===== config.mk =====
export PLATFORM = sky130hd
export DESIGN_NAME = huffman_frame_ctrl
export DESIGN_NICKNAME = d
export VERILOG_FILES = /design/src/rtl/huffman_frame_ctrl.sv
export SDC_FILE = /design/constraint.sdc
export NUM_CORES = 1
export LEC_CHECK = 0
export ABC_AREA = 1
export ABC_CLOCK_PERIOD_IN_PS = 2100
export BUFFER_PORTS_ARGS = -buffer_cell sky130_fd_sc_hd__clkbuf_2
export CORE_AREA = 5 5 65 67
export DETAILED_ROUTE_END_ITERATION = 8
export DIE_AREA = 0 0 70 72
export MAX_ROUTING_LAYER = met4
export PLACE_DENSITY_LB_ADDON = 0.3
export SKIP_LAST_GASP = 1
export SLEW_MARGIN = 20
export SYNTH_ARGS = -nofsm -noshare
export SYNTH_HDL_FRONTEND = slang
export SYNTH_SLANG_ARGS = --single-unit

===== constraint.sdc =====
create_clock -name clk -period 2.1 [get_ports clk]
set_input_delay 0 -clock clk [delete_from_list [all_inputs] [get_ports clk]]
set_output_delay 0 -clock clk [all_outputs]
set_load 0.005 [all_outputs]

===== src/rtl/huffman_frame_ctrl.sv =====
// Frame sequencer for the Huffman pipeline: clear, load, then wait on count/encode/emit.
// Optional per-stage watchdog is built when HUFF_WDOG_EN is defined.
module huffman_frame_ctrl #(
  parameter int MAX_LEN  = 511,
  parameter int CLR_CYC  = 4
`ifdef HUFF_WDOG_EN
  , parameter int WDOG_CYC = 4095
`endif
) (
  input  logic       clk,
  input  logic       rst,
  input  logic       frame_req,
  input  logic [8:0] frame_len,
  input  logic       sample_valid,
  input  logic [3:0] sample_in,
  output logic       sample_ready,
  output logic       hc_rst_n,
  output logic       hc_start,
  output logic [3:0] hc_data_in,
  input  logic       data_count_finish,
  input  logic       encoding_finish,
  input  logic       output_done,
  output logic       busy,
  output logic       frame_done,
  output logic       frame_err,
  output logic [7:0] frame_cnt,
  output logic [2:0] state_o
);

  typedef enum logic [2:0] {
    S_IDLE = 3'd0,
    S_CLR  = 3'd1,
    S_LOAD = 3'd2,
    S_CNT  = 3'd3,
    S_ENC  = 3'd4,
    S_EMIT = 3'd5,
    S_DONE = 3'd6,
    S_ERR  = 3'd7
  } state_e;

  localparam int              CLR_W    = (CLR_CYC > 1) ? $clog2(CLR_CYC) : 1;
  localparam logic [CLR_W-1:0] CLR_LAST = CLR_W'(CLR_CYC - 1);

  state_e           state_q, state_d;
  logic [8:0]       len_q, len_d;
  logic [8:0]       cnt_q, cnt_d;
  logic [CLR_W-1:0] clr_q, clr_d;
  logic [7:0]       frame_cnt_q, frame_cnt_d;
  logic             hc_rst_n_q, hc_rst_n_d;
  logic             xfer;
  logic             len_ok;
`ifdef HUFF_WDOG_EN
  logic [11:0]      wdog_q, wdog_d;
`endif

  assign xfer   = (state_q == S_LOAD) && sample_valid;
  assign len_ok = (frame_len != 9'd0) && (int'(frame_len) <= MAX_LEN);

  // NOTE: sequential state uses non-blocking assignments so every flop samples pre-edge values.
  always_ff @(posedge clk) begin
    if (rst) begin
      state_q     <= S_IDLE;
      len_q       <= '0;
      cnt_q       <= '0;
      clr_q       <= '0;
      frame_cnt_q <= '0;
      hc_rst_n_q  <= 1'b0;
`ifdef HUFF_WDOG_EN
      wdog_q      <= '0;
`endif
    end else begin
      state_q     <= state_d;
      len_q       <= len_d;
      cnt_q       <= cnt_d;
      clr_q       <= clr_d;
      frame_cnt_q <= frame_cnt_d;
      hc_rst_n_q  <= hc_rst_n_d;
`ifdef HUFF_WDOG_EN
      wdog_q      <= wdog_d;
`endif
    end
  end

  // NOTE: every comb output gets a default first so no path can infer a latch.
  always_comb begin
    state_d     = state_q;
    len_d       = len_q;
    cnt_d       = cnt_q;
    clr_d       = clr_q;
    frame_cnt_d = frame_cnt_q;
`ifdef HUFF_WDOG_EN
    wdog_d      = wdog_q + 12'd1;
`endif

    unique case (state_q)
      S_IDLE: begin
        if (frame_req) begin
          if (len_ok) begin
            state_d = S_CLR;
            len_d   = frame_len;
            cnt_d   = '0;
            clr_d   = '0;
          end else begin
            state_d = S_ERR;
          end
        end
      end
      S_CLR: begin
        if (clr_q == CLR_LAST) state_d = S_LOAD;
        else                   clr_d   = clr_q + 1'b1;
      end
      S_LOAD: begin
        if (xfer) begin
          cnt_d = cnt_q + 9'd1;
          if (cnt_q + 9'd1 == len_q) state_d = S_CNT;
        end
      end
      S_CNT:  if (data_count_finish) state_d = S_ENC;
      S_ENC:  if (encoding_finish)   state_d = S_EMIT;
      S_EMIT: if (output_done)       state_d = S_DONE;
      S_DONE: begin
        frame_cnt_d = frame_cnt_q + 8'd1;
        state_d     = S_IDLE;
      end
      S_ERR:   state_d = S_IDLE;
      default: state_d = S_IDLE;
    endcase

`ifdef HUFF_WDOG_EN
    // A stalled wait state aborts the frame once the watchdog runs out.
    if ((state_q == S_CNT || state_q == S_ENC || state_q == S_EMIT) &&
        state_d == state_q && wdog_q == 12'(WDOG_CYC - 1))
      state_d = S_ERR;
    if (state_d != state_q) wdog_d = '0;
`endif

    // Pipeline reset is registered so it lines up exactly with CLR/ERR residency.
    hc_rst_n_d = !(state_d == S_CLR || state_d == S_ERR);
  end

  always_comb begin
    sample_ready = (state_q == S_LOAD);
    hc_start     = xfer;
    hc_data_in   = xfer ? sample_in : 4'd0;
    busy         = (state_q != S_IDLE);
    frame_done   = (state_q == S_DONE);
    frame_err    = (state_q == S_ERR);
    frame_cnt    = frame_cnt_q;
    hc_rst_n     = hc_rst_n_q;
    state_o      = state_q;
  end

endmodule


Yosys cells after proc, flatten, opt, wreduce, memory -nomap -nowiden
Cells that the tools add are included.
{ "totals": {"register_bits": 32, "latch_bits": 0, "ram_bits": 0, "romBits": 0, "out_inout_bits": 21, "elab_cells": 54, "mem_count": 0} }
{ "classes": {"add_sub_neg": 3, "n_mul": 0, "div": 0, "n_lt_le_gt_ge": 0, "n_eq_ne": 15, "shifts": 0, "mux": 18, "bitwise": 0, "n_reduce_logical": 12} }
{ "op_table": {"columns": ["cell", "n"], "rows": [
  ["$mux W9", 3],
  ["$mux W3", 8],
  ["$pmux W3 S7", 1],
  ["$pmux W9 S2", 1],
  ["$eq A3 B3 Y1 const B", 5],
  ["$add A9 B1 Y9 const B", 1],
  ["$eq A9 B9 Y1", 1],
  ["$reduce_bool A9 Y1", 1],
  ["$add A8 B1 Y8 const B", 1],
  ["$reduce_and A4 Y1", 2],
  ["$eq A3 B1 Y1 const B", 2],
  ["$eq A3 B2 Y1 const B", 2],
  ["$mux W2", 3],
  ["$ne A2 B2 Y1 const B", 3],
  ["$mux W4", 1],
  ["$pmux W2 S2", 1],
  ["$reduce_bool A2 Y1", 2],
  ["$logic_not A3 Y1", 1],
  ["$reduce_and A3 Y1", 1],
  ["$reduce_bool A3 Y1", 1],
  ["$add A2 B1 Y2 const B", 1],
  ["$eq A2 B2 Y1 const B", 1],
  ["$ne A2 B1 Y1 const B", 1],
  ["$reduce_or A2 Y1", 1],
  ["other kinds (3)", 3]
]} }

Longest topological paths before layout
Gate-level depths: netlist (run 1).
{ "logic_depth": {"depth_word": 8, "mapped_depth": 14, "depth_no_buf": 14} }

Least setup slack after synthesis (run 1)
Ideal clock, no wire load.
{ "synth_path": {"path_type": "register to register", "from": "reg cnt_q[0]", "to": "reg hc_rst_n_q (netlist: hc_rst_n)", "setup_ns": 0.109, "t_arrival_ns": 1.360, "slack_ns": 0.631, "path_stages_with_launch": 15, "synth_period_minus_slack_ns": 1.469, "cell_sequence": "dfxtp_1 > ha_1 > nand3_2 > inv_1 > nand2_1 > nand2_1 > nand2_1 > nand2_1 > nand2_1 > nor2_1 > nand3_1 > nand2_1 > nand3_1 > nand2_1 > inv_1"} }
{ "synth_via": {"elab_chain_cells": 8, "word_cells_on_any_way": 9} }
{ "synth_rtl": {"columns": ["item", "line_no", "text"], "rows": [
  ["start, declared", "46", "logic [8:0] cnt_q, cnt_d;"],
  ["start signal, assigned", "74", "cnt_q <= cnt_d;"],
  ["$add A9 B1 Y9 *", "115", "if (cnt_q + 9'd1 == len_q) state_d = S_CNT;"],
  ["$eq A9 B9 Y1 *", "115", null],
  ["$mux W3 *", "115", null],
  ["$mux W3 *", "113", "if (xfer) begin"],
  ["$pmux W3 S7 *", "95", "unique case (state_q)"],
  ["$eq A3 B1 Y1 or $eq A3 B3 Y1 (tied branches)", "138", "hc_rst_n_d = !(state_d == S_CLR || state_d == S_ERR);"],
  ["$logic_or A1 B1 Y1 *", "138", null],
  ["$logic_not A1 Y1 *", "138", null],
  ["end signal, assigned", "77", "hc_rst_n_q <= hc_rst_n_d;"],
  ["end, declared", "49", "logic hc_rst_n_q, hc_rst_n_d;"]
]} }
Every way passes the cells marked *; elsewhere a longest branch is shown, timed or not.
A chain may end at the register's enable or synchronous reset.

Final worst setup path (run 1)
Ends and elaborated chain as after synthesis.

==> impl_results.md, run 1 <==
- Number of vias per cell: 4.89
- Final Net Count: 348
- Cells on Worst Hold Path: 3
- Final-report max-slew violation count: 0
- Final Hold Vio Count: 0
- Combined buffer and inverter count along the critical path: 2
- Count of distinct cell types in the synthesized netlist: 34
- Global-route wire length before repair: 7090 µm
- Top cell family by delay on the critical path: simple AND/OR/NAND/NOR gates
- Worst Path Max Fanout: 4
- Utilization of the core after routing: 62.2%
- Number of nets still failing antenna checks after routing: 0
- Maximum number of pins on one net before global-route repair: 21
- Yosys reg bits: 32
- PortBufs: 40
- Clock tree from TritonCTS: done
- Overall overflow remaining after global route: 0
- Leading cell type in the layout, fill and taps excluded: nand2_1
- Critical path type: reg2reg
- Sequential element share of the synthesized area: 34.9%
- GRT Overall Usage: 17.9%
- Number of DRC violations after detailed-routing iteration 0: 103
- Longest individual stage delay on the worst path: 0.39 ns
- Clock Path Buffers: 2
- Final Critical Period: 1.63 ns
- # rows: 22
- Antenna diodes: 0
- Slew at the pin closest to its max-slew limit: 0.455 ns
- Peak clock frequency supported by timing: 0.614 GHz
- Overall via count from detail_route: 1830
- Floorplan core area: 3580 µm²
- Clock tree skew after final layout: 0.0102 ns
- Arrival time of the worst setup path: 1.89 ns
- Post-Syn Area: 1840 µm²
- Required time of the critical path: 2.36 ns
- DRC errors left: 0
- Height of the chip: 72 µm
- Synth-to-layout area growth: 21.1%
- RR Endpoint: hc_rst_n
- Overall die area: 5040 µm²
- Portion of the clock cycle consumed by the worst path in the final layout: 77.6%
- Final-layout setup total negative slack: 0 ns
- Critical Path Sink Type: flip-flop
- Gate count after technology mapping: 273
- Pwr/cell area: 525 nW/µm²
- CTS Buf Count: 5
- Worst hold-check path type: in2reg
- Number of antenna violations at the first check in global routing: 0
- Library cell appearing most often on the critical path: nand2_1
- Terminating pin of the worst hold path: cnt_q[0]
- Ordered cell list for the critical path: ha_1 > nand2_1 > inv_1 > nand2_1 > nand3_1 > nand4_1 > nor2_1 > nand3_1 > nand2_1 > nand3_1 > nand2_1 > inv_1
- Vias in the first global route: 1667
- Num Clock Sinks: 32
- Worst vdd rail ir drop: 0.368 mV
- Worst R2R Path Depth: 12
- Worst relative slew slack: 69.7%
- Standby leakage power: 1.05 nW
- Most frequent cells in the layout: nand2_1, clkbuf_2, inv_1
- Average size of a mapped cell: 6.73 µm²
- Result of the run: finished, final reports clean
- Die X-Extent: 70 µm
- Post-detailed-routing wire length: 4180 µm
- Global placer's final weighted congestion: 0.886
- # setup viols final: 0
- Post-DP HPWL: 3160 µm
- Initial cell density of the core: 51.3%
- Number of synthesis warnings: 0
- Post-DR wirelength/cell: 11.2 µm
- Unrepaired setup endpoints after global routing: false
- CTS root buf: clkbuf_4
- Crit path launch type: flip-flop
- Clock latency of the later-clocked register in the worst-skew pair: 0.34 ns
- First-pass DRT Iterations: 4
- Clock transition at path regs: 0.12 ns
- Worst R2R Start: cnt_q[0]
- Number of violations of the max-capacitance limit: 0
- Ratio of cells with drive above 1 in the final layout: 23.0%
- Synthesized net count: 296
- Setup slack on the worst flop-to-flop path: 0.47 ns
- Deepest level of the CTS H-tree: 2
- Number of primary I/O pins: 41
- Hold wc startpoint: sample_valid
- Critical-path cell with the highest stage delay: dfxtp_1
- Beginning of the critical path: cnt_q[0]
[worst min-delay path: stages]
cell	delay, ns
clkbuf_2	0.10
nand4_4	0.13
a21oi_1	0.07
[cell type report]
cell class	count	area [µm²]
repair buffers	49	290
multi-input cells	195	1010
flip-flops and latches	32	641
fillers	347	1350
well taps	48	60.1
clock buffers	5	37.5
clock inverters	3	23.8
inverters	42	163
[timing repair]
item                                   in CTS  in global routing
resized for setup                           0                  0
buffers inserted                            0                  0
endpoints found under the hold margin       9                  0
hold buffers                                9                  0
[sequential cells by signal, indices dropped and copies added, names as in the netlist]
name and flops:
hc_rst_n 1, state_o 3, cnt_q 9, len_q 9
frame_cnt 8, clr_q 2
[stage by stage]
stage	hold slack (ns)	cells	instance area, µm²	total power, mW	setup slack [ns]
5_1_grt	0.00346	374	2220	1.24	0.272
3_3_place_gp	0.246	357	2070	0.802	0.522
3_5_place_dp	0.250	357	2070	0.805	0.476
4_1_cts	0.000590	374	2220	1.18	0.467
2_1_floorplan	0.0707	273	1840	0.759	0.631
6_report	0.00749	374	2220	1.17	0.471
[cell usage after synthesis]
| library cell | n | area (µm²) |
|---|---|---|
| nand2_1 | 76 | 285 |
| inv_1 | 33 | 124 |
| dfxtp_1 | 32 | 641 |
| a21oi_1 | 27 | 135 |
| nor2_1 | 23 | 86.3 |
| nand3_1 | 20 | 100 |
| o21ai_0 | 13 | 65.1 |
| inv_2 | 7 | 26.3 |
| nor2_2 | 4 | 25.0 |
| ha_1 | 3 | 37.5 |
| nand4_1 | 3 | 18.8 |
| nor3_1 | 3 | 15.0 |
| clkbuf_1 | 2 | 7.51 |
| inv_4 | 2 | 12.5 |
| nand3_2 | 2 | 20.0 |
| nand3b_1 | 2 | 15.0 |
| nand4_2 | 2 | 25.0 |
| nor2_4 | 2 | 22.5 |
| o21ai_1 | 2 | 10.0 |
| a211oi_2 | 1 | 12.5 |
| a31oi_1 | 1 | 6.26 |
| buf_6 | 1 | 11.3 |
| clkbuf_2 | 1 | 5.00 |
| nand2_2 | 1 | 6.26 |
| nand2_4 | 1 | 11.3 |
| nand3_4 | 1 | 17.5 |
| nand4_4 | 1 | 21.3 |
| nor3_2 | 1 | 10.0 |
| nor3b_1 | 1 | 7.51 |
| o21a_1 | 1 | 7.51 |
| o21bai_2 | 1 | 11.3 |
| o22ai_4 | 1 | 20.0 |
| xnor2_1 | 1 | 8.76 |
| xor2_1 | 1 | 8.76 |
[layer usage]
metal,track usage [%],wire length (µm),up-vias,part of all wire (%)
met5,-,0,-,0
met4,6.60,43,0,1.0
met3,4.43,176,5,4.2
met2,30.3,2050,35,49
met1,20.7,1920,803,46
li1,-,-,987,-
[cell families after synthesis]
logic type | after synthesis | share of synthesized area [%]
flip-flops | 32 | 34.9
buffers and inverters | 46 | 10.1
AO/OA/AOI/OAI | 47 | 14.6
adder cells (fa/ha/maj) | 3 | 2.04
AND/OR/NAND/NOR | 143 | 37.4
XOR/XNOR | 2 | 0.954
[report_power, final]
group / switching, mW / total (mW) / internal, mW
Clock: 0.234 / 0.365 / 0.132
Combinational: 0.0912 / 0.159 / 0.0680
Sequential: 0.0162 / 0.645 / 0.628
Total: 0.341 / 1.17 / 0.828
[how the worst max path moves through the flow]
stage	to	slack, ns	cells after the start
floorplan	hc_rst_n	0.63	14
global placement	hc_rst_n	0.52	14
detailed placement	hc_rst_n	0.48	11
CTS	hc_rst_n	0.47	12
global route	hc_rst_n	0.27	14
finish	hc_rst_n	0.47	12
No activity file was read; power rests on OpenSTA's default activity.
==> inputs of run 2 (changes only) <==
- ABC_CLOCK_PERIOD_IN_PS: 2100 -> 1350
- CORE_AREA: 5 5 65 67 -> 5 5 68 70
- DIE_AREA: 0 0 70 72 -> 0 0 73 75
- clock period: 2.1 -> 1.35 ns (I/O delays scaled with it)
==> impl_results.md, run 2 (synthesized netlist as in run 1, its figures left out) <==
- Ordered cell list for the critical path: ha_4 > nand2_2 > nand2_1 > nand2_1 > nor2_1 > nand4_1 > nor2_1 > nand3_1 > nand2_1 > nand3_1 > nand2_1 > inv_1
- Setup slack after layout: -0.172 ns
- Critical path type: reg2reg
- Part of the power in registers: 44.6%
- Utilization of the core after routing: 68.2%
- Worst vdd rail ir drop: 0.618 mV
- Final-report max-slew violation count: 0
- Clock latency of the later-clocked register in the worst-skew pair: 0.29 ns
- Worst hold-check path type: in2reg
- GRT Overall Usage: 20.7%
- Worst R2R Path Depth: 12
- CTS Buf Count: 5
- Fin area: 2670 µm²
- Maximum number of pins on one net before global-route repair: 20
- Placed cell area: 2370 µm²
- DRC errors left: 0
- Violations in the final reports: setup timing
- Worst R2R Start: cnt_q[0]
- Combined buffer and inverter count along the critical path: 1
- Clock tree from TritonCTS: done
- Slew at the pin closest to its max-slew limit: 0.316 ns
- Number of DRC violations after detailed-routing iteration 0: 108
- Arrival time of the worst setup path: 1.71 ns
- Synth-to-layout area growth: 45.3%
- Height of the chip: 75 µm
- Ratio of cells with drive above 1 in the final layout: 37.4%
- Global-route wire length before repair: 8640 µm
- Cells on Worst Hold Path: 3
- Post-DR wirelength/cell: 11.9 µm
- Combinational share of power: 13.7%
- Number of antenna violations at the first check in global routing: 0
- Setup slack on the worst flop-to-flop path: -0.17 ns
- CTS root buf: clkbuf_8
- Switching share of power: 25.5%
- Final Hold Vio Count: 0
- Clock tree skew after final layout: 0.00797 ns
- Initial cell density of the core: 46.9%
- Antenna diodes: 0
- Number of violations of the max-capacitance limit: 0
- Result of the run: complete, but fails checks
- P_sw: 0.569 mW
- Library cell appearing most often on the critical path: nand2_1
- Pwr/cell area: 838 nW/µm²
- Clock Path Buffers: 2
- Most frequent cells in the layout: nand2_1, clkbuf_2, buf_4
- First-pass DRT Iterations: 4
- Portion of the clock cycle consumed by the worst path in the final layout: 113%
- Required time of the critical path: 1.54 ns
- Overall via count from detail_route: 2044
- Hold wc startpoint: frame_len[1]
- Post-detailed-routing wire length: 4940 µm
- Critical Path Sink Type: flip-flop
- Unrepaired setup endpoints after global routing: true
- Clock transition at path regs: 0.07 ns
- Final-layout setup total negative slack: -0.329 ns
- Worst Path Max Fanout: 4
- Number of primary I/O pins: 41
- Final Critical Period: 1.52 ns
- Terminating pin of the worst hold path: len_q[1]
- Standby leakage power: 1.29 nW
- Worst relative slew slack: 78.9%
- Vias in the first global route: 2033
- Global placer's final weighted congestion: 0.886
- # rows: 23
- Critical-path cell with the highest stage delay: dfxtp_4
- Overall overflow remaining after global route: 0
- # setup viols final: 4
- Overall die area: 5480 µm²
- Leading cell type in the layout, fill and taps excluded: nand2_1
- Crit path launch type: flip-flop
- Number of nets still failing antenna checks after routing: 0
- Pre-CTS WS: -0.136 ns
- Die X-Extent: 73 µm
- Longest individual stage delay on the worst path: 0.36 ns
- PortBufs: 40
- Floorplan core area: 3910 µm²
- Number of vias per cell: 4.94
- Post-DP HPWL: 3570 µm
- Fill cell total of the finished layout: 350
- Final Net Count: 386
- Peak clock frequency supported by timing: 0.657 GHz
- Clock group share of total power: 41.7%
- Internal portion of total power: 1.67 mW
- Num Clock Sinks: 32
- RR Endpoint: hc_rst_n
- Top cell family by delay on the critical path: simple AND/OR/NAND/NOR gates
- Deepest level of the CTS H-tree: 2
run 2: changes by cell type in the layout (fill, tap and decap cells not counted), moves of 3 or more:
cell	before	now
a21oi_1	27	24
a21oi_2	0	3
buf_4	0	40
clkbuf_4	5	0
clkbuf_8	0	5
dfxtp_1	32	25
dfxtp_2	0	3
dfxtp_4	0	4
dlygate4sd3_1	9	4
nand2_1	76	73
nand2_2	1	4
run 2: layout make-up:
cell class | count | area (µm²) | share of cell area [%]
flip-flops and latches | 32 | 659 | 24.7
inverters | 42 | 168 | 6.28
well taps | 50 | 62.6 | 2.34
repair buffers | 87 | 583 | 21.8
clock buffers | 5 | 68.8 | 2.58
clock inverters | 3 | 42.5 | 1.59
multi-input cells | 195 | 1080 | 40.6
run 2: worst max-delay path by stage:
stage / start / endpoint / slack (ns) / cells past startpoint
global placement: cnt_q[0] / hc_rst_n / -0.10 / 11
CTS: cnt_q[0] / hc_rst_n / -0.14 / 12
finish: cnt_q[0] / hc_rst_n / -0.17 / 12
detailed placement: cnt_q[1] / hc_rst_n / -0.14 / 12
global route: cnt_q[1] / hc_rst_n / -0.33 / 13
floorplan: cnt_q[1] / hc_rst_n / -0.01 / 14
run 2: metrics by stage:
step                instances  total power [mW]  hold slack [ns]
global route              414              2.35           0.0232
finish                    414              2.24           0.0128
CTS                       412              2.24          0.00928
floorplan                 273              1.18           0.0707
global placement          394              1.29            0.246
detailed placement        394              1.30            0.251
run 2: metal layers:
metal / share of wire, % / up-vias / track usage (%)
met5: 0 / - / -
met1: 41 / 932 / 21.9
met3: 3.7 / 8 / 4.14
li1: - / 1061 / -
met4: 1.5 / 0 / 7.58
met2: 54 / 43 / 38.0
run 2: worst register-to-register path, delay by kind of cell (launching register included):
kind	cells	cell delay [ns]
flip-flops	1	0.36
AND/OR/NAND/NOR	10	0.74
buffers and inverters	1	0.04
adder cells (fa/ha/maj)	1	0.28
run 2: timing repair:
item	in CTS	in global routing
setup endpoints to repair	18	31
gates resized for setup	8	13
pin swaps	3	6
setup buffers	6	4
hold buffers	4	0
hold endpoints to repair	4	0
run 2: power by group through the flow:
stage | clock (mW) | combinational, mW | sequential [mW]
6_report | 0.931 | 0.306 | 0.998
5_1_grt | 0.997 | 0.345 | 1.00
4_1_cts | 0.947 | 0.300 | 0.997
3_5_place_dp | 0 | 0.274 | 1.03
3_3_place_gp | 0 | 0.269 | 1.02
2_1_floorplan | 0 | 0.164 | 1.02
